## config.mk

```make
export PLATFORM = sky130hd
export DESIGN_NAME = arb_rr4_decode
export DESIGN_NICKNAME = d
export VERILOG_FILES = /design/src/rtl/arb_rr4_decode.sv
export SDC_FILE = /design/constraint.sdc
export NUM_CORES = 1
export LEC_CHECK = 0
export ABC_AREA = 1
export CORE_MARGIN = 10
export CORE_UTILIZATION = 53
export CTS_CLUSTER_SIZE = 40
export DETAILED_ROUTE_END_ITERATION = 10
export GPL_TIMING_DRIVEN = 0
export HOLD_SLACK_MARGIN = 0.03
export PLACE_DENSITY = 0.75
export RECOVER_POWER = 100
export SYNTH_ARGS = -nofsm -noshare
export SYNTH_HDL_FRONTEND = slang
export SYNTH_SLANG_ARGS = --single-unit
```

## constraint.sdc

```tcl
create_clock -name clk -period 2.1 [get_ports clk]
set_input_delay 0.315 -clock clk [delete_from_list [all_inputs] [get_ports clk]]
set_output_delay 0.315 -clock clk [all_outputs]
set_load 0.03 [all_outputs]
```

## src/rtl/arb_rr4_decode.sv

```systemverilog
// 4-requester round-robin arbiter with bounded hold, disable, and registered one-hot grant.
// Optional grant counter output enabled by defining ARB_GRANT_CNT_EN.
module arb_rr4_decode #(
  parameter int unsigned MAX_HOLD = 8
) (
  input  logic       clk,
  input  logic       rst,
  input  logic       dis,
  input  logic [3:0] req,
  output logic [3:0] grant,
  output logic [1:0] grant_id,
  output logic       grant_vld
`ifdef ARB_GRANT_CNT_EN
  ,
  output logic [15:0] grant_cnt
`endif
);

  typedef enum logic {IDLE = 1'b0, BUSY = 1'b1} state_t;

  localparam logic [7:0] HOLD_LIM = 8'(MAX_HOLD);
  localparam bit         HOLD_EN  = (MAX_HOLD != 0);

  state_t     state, nxt_state;
  logic [1:0] last_id, nxt_last;
  logic [7:0] hold_cnt, nxt_hold;
  logic [1:0] nxt_id;
  logic       nxt_vld;
  logic [3:0] nxt_grant;
  logic [3:0] cand;
  logic       timeout, release_own, new_grant;

  // Smallest rotation offset (1..4) from last wins; offset 4 is the last owner itself.
  function automatic logic [1:0] rr_pick(input logic [3:0] c, input logic [1:0] last);
    logic [1:0] idx;
    rr_pick = last;
    for (int k = 4; k >= 1; k--) begin
      idx = last + 2'(k);
      if (c[idx]) rr_pick = idx;
    end
  endfunction

  always_comb begin
    nxt_state   = state;
    nxt_id      = grant_id;
    nxt_vld     = grant_vld;
    nxt_last    = last_id;
    nxt_hold    = hold_cnt;
    new_grant   = 1'b0;
    cand        = req & ~(4'b0001 << grant_id);
    timeout     = HOLD_EN && (hold_cnt == HOLD_LIM);
    release_own = !req[grant_id] || timeout;
    case (state)
      IDLE: begin
        nxt_id  = 2'd0;
        nxt_vld = 1'b0;
        if (!dis && req != 4'b0000) begin
          nxt_state = BUSY;
          nxt_id    = rr_pick(req, last_id);
          nxt_vld   = 1'b1;
          nxt_hold  = 8'd1;
          new_grant = 1'b1;
        end
      end
      BUSY: begin
        if (dis) begin
          nxt_state = IDLE;
          nxt_id    = 2'd0;
          nxt_vld   = 1'b0;
          nxt_last  = grant_id;
          nxt_hold  = 8'd0;
        end else if (release_own) begin
          nxt_last = grant_id;
          if (cand != 4'b0000) begin
            nxt_id    = rr_pick(cand, grant_id);
            nxt_hold  = 8'd1;
            new_grant = 1'b1;
          end else if (timeout && req[grant_id]) begin
            // Sole requester timed out: re-grant in place, output unchanged.
            nxt_hold  = 8'd1;
            new_grant = 1'b1;
          end else begin
            nxt_state = IDLE;
            nxt_id    = 2'd0;
            nxt_vld   = 1'b0;
            nxt_hold  = 8'd0;
          end
        end else if (hold_cnt != 8'hFF) begin
          nxt_hold = hold_cnt + 8'd1;
        end
      end
      default: nxt_state = IDLE;
    endcase
  end

  for (genvar i = 0; i < 4; i++) begin : g_dec
    assign nxt_grant[i] = nxt_vld && (nxt_id == 2'(i));
  end

  always_ff @(posedge clk) begin
    if (rst) begin
      state     <= IDLE;
      grant     <= 4'b0000;
      grant_id  <= 2'd0;
      grant_vld <= 1'b0;
      last_id   <= 2'd3;
      hold_cnt  <= 8'd0;
    end else begin
      state     <= nxt_state;
      grant     <= nxt_grant;
      grant_id  <= nxt_id;
      grant_vld <= nxt_vld;
      last_id   <= nxt_last;
      hold_cnt  <= nxt_hold;
    end
  end

`ifdef ARB_GRANT_CNT_EN
  always_ff @(posedge clk) begin
    if (rst)                                   grant_cnt <= 16'd0;
    else if (new_grant && grant_cnt != 16'hFFFF) grant_cnt <= grant_cnt + 16'd1;
  end
`else
  logic unused_new_grant;
  assign unused_new_grant = new_grant;
`endif

endmodule

```

==> impl_metrics.json <==
{
  "status": "finished clean",
  "startpoint_type": "flip-flop",
  "cts_hold_buf": 0,
  "p_total_uw": 880,
  "final-max-slew-violation-count": 0,
  "timing.rr.end": "grant[1]",
  "vias": 1364,
  "ys.flop_type": "dfxtp_1",
  "synthMuxAreaShare_pct": 0,
  "synth-simple-area-share_pct": 40.5,
  "period_needed_ns": 1.88,
  "hold_class": "flip-flop to flip-flop",
  "crit_fanout": 10,
  "yosys_warnings": 0,
  "irDropWorstVdd_mv": 0.472,
  "whs_endpoint": "hold_cnt[3]",
  "port_buffers": 13,
  "place.gp.congestion": 0.838,
  "drt-wirelength-per-cell_um": 11.7,
  "antenna_found_initial": 0,
  "fin_cells": 258,
  "cp_top_family": "simple AND/OR/NAND/NOR gates",
  "synth_xor_area_share_pct": 0.662,
  "multi_input_area_um2": 802,
  "synth_compound_area_share_pct": 14.4,
  "setup_ws_ns": 0.221,
  "worstMarginPinSlew_ns": 0.364,
  "arrival_ns": 2.07,
  "cts_tree": "done",
  "cts_setup_buffers": 0,
  "drive_gt1_share_pct": 12.7,
  "ys_seq_area_share_pct": 27.2,
  "synth_edf_count": 0,
  "timing.rr.start": "grant_id[0]",
  "pre_cts_ws_ns": 0.110,
  "min-delay-start": "hold_cnt[3]",
  "grtUsageTotal_pct": 12.1,
  "grt_pass1_vias": 1182,
  "n_antenna_cell": 0,
  "layout_common_cells": "nand2_1, inv_1, nand3_1, nor2_1, dfxtp_1",
  "drt-pass1-iter-count": 4,
  "clock_sinks": 18,
  "clk_pin_slew_ns": 0.10,
  "cp.required_ns": 2.29,
  "p_per_area_nw_per_um2": 579,
  "layout.nets": 242,
  "leakagePower_uw": 0.000748,
  "die_area_um2": 4890,
  "syn_inst": 211,
  "fin_setup_tns_ns": 0,
  "core_um2": 2430,
  "netlist_area_um2": 1320,
  "syn_area_per_cell_um2": 6.27,
  "rrSetupSlack_ns": 0.22,
  "cp_cell_sequence": "buf_6, inv_6, ha_1, inv_1, nand3_1, nand2_1, nand3_1, nand2_1, nand2_1, nand2_1, nand3_1, nand2_1, nand2_1, nand2_1, nor2_1",
  "clock.fmax_ghz": 0.532,
  "rows": 18,
  "yosys.cell_types.count": 29,
  "ios": 14,
  "drv_cap": 0,
  "drtAntennaViolNets": 0,
  "fin_crit_sh_pct": 89.5,
  "seq_area_um2": 363,
  "crit_type": "flip-flop to flip-flop",
  "finalSetupViolations": 0,
  "placedCellCount": 254,
  "cts-htree-levels": 1,
  "worst_clock_skew_ns": 0.0135,
  "ys_ff_latch": 18,
  "hold_violations": 0,
  "synth-adder-area-share_pct": 5.68,
  "synth_top_family_by_area": "simple AND/OR/NAND/NOR gates",
  "drt_drc_violations_left": 0,
  "die_w_um": 70.0,
  "totalWireLength_um": 3010,
  "slew-limit-headroom_pct": 75.5,
  "n_fill_cell": 227,
  "clockBufferDepth": 2,
  "reg2reg_depth": 15,
  "clk-insertion-delay-late_ns": 0.30,
  "end_kind": "flip-flop",
  "rsz0062_at_grt": "no",
  "critPathLaunch": "grant_id[0]",
  "slowest_stage": "dfxtp_2",
  "final_common_cell": "nand2_1",
  "start_util_pct": 54.4,
  "cts_buffers": 3,
  "slowest_delay_ns": 0.38,
  "die_h_um": 70.0,
  "vias_per_cell": 5.29,
  "drtIter0Drc": 128,
  "grt_max_degree": 11,
  "overflow": 0,
  "hpwl_um": 2350,
  "area_delta_synth_final_pct": 15.0,
  "cts-root-buf": "clkbuf_4",
  "cp.buffers_inverters": 3,
  "hold_depth": 2,
  "grt_first_pass_wirelength_um": 5240,
  "synth_fp_nets": 224,
  "cp_common_cell": "nand2_1",
  "async_reset_ff_share_pct": 0
}
flip-flops by register name, indices dropped and copies added (netlist names):
name / cells
last_id: 2
grant: 4
state: 1
grant_id: 2
grant_vld: 1
hold_cnt: 8
worst min-delay path, delay by kind of cell (launching register included):
kind	cells	cell delay [ns]
AOI/OAI and AO/OA	1	0.06
and+or+nand+nor	1	0.07
DFF	1	0.34
kinds of logic (layout without fill, tap and decap cells):
family	count (synthesis)	count (layout)
buffers and inverters	35	52
DFF	18	18
xor gates and xnor gates	1	1
and+or+nand+nor	120	120
AOI/OAI and AO/OA	31	31
adders and majority gates	6	6
where the power goes:
part / internal [uW] / switching (uW)
Combinational: 106 / 188
Sequential: 356 / 12.6
Clock: 106 / 112
layout make-up:
class / count / area share (%)
Sequential cell: 18 / 23.8
Buffer: 3 / 1.81
Tap cell: 30 / 2.47
Multi-Input combinational cell: 158 / 52.7
Inverter: 32 / 8.22
Timing Repair Buffer: 13 / 8.55
Clock buffer: 4 / 2.38
routing by layer:
layer / vias up / wire (um) / track usage (%)
li1: 709 / - / -
met1: 626 / 1470 / 16.0
met2: 25 / 1360 / 18.5
met3: 4 / 159 / 3.81
met4: 0 / 23 / 2.85
met5: - / 0 / 0
cell usage after synthesis, types with 2 or more instances:
library cell / n / area, um^2
nand2_1: 63 / 236
nor2_2: 3 / 18.8
ha_1: 6 / 75.1
inv_1: 24 / 90.1
nand3_1: 23 / 115
o21ai_1: 11 / 55.1
nand2_2: 4 / 25.0
o211ai_1: 3 / 22.5
a21oi_1: 9 / 45.0
inv_2: 7 / 26.3
o21ai_0: 2 / 10.0
nor3_1: 2 / 10.0
nor2_1: 19 / 71.3
o211a_1: 2 / 20.0
dfxtp_1: 18 / 360
buf_6: 2 / 22.5
through the flow:
| step | utilization [%] | area [um^2] | hold WS (ns) |
|---|---|---|---|
| 2_1_floorplan | - | 1320 | 0.384 |
| 3_3_place_gp | 61.3 | 1490 | 0.466 |
| 3_5_place_dp | 61.3 | 1490 | 0.484 |
| 4_1_cts | 62.8 | 1530 | 0.500 |
| 5_1_grt | 62.6 | 1520 | 0.536 |
| 6_report | 62.6 | 1520 | 0.493 |
worst max-delay path by stage:
stage / end / slack (ns) / depth (start not counted)
after detailed placement: grant[1] / 0.11 / 12
after global routing: grant[0] / 0.02 / 14
after global placement: grant[1] / 0.13 / 13
final: grant[1] / 0.22 / 15
after CTS: grant[1] / 0.12 / 14
after floorplan: grant[1] / 0.19 / 15
timing repair:
item,4_1_cts,5_1_grt
endpoints found under the setup margin,0,6
resized for setup,0,2
hold endpoints to repair,0,0
Note: power is estimated with default switching activity, not from simulation.
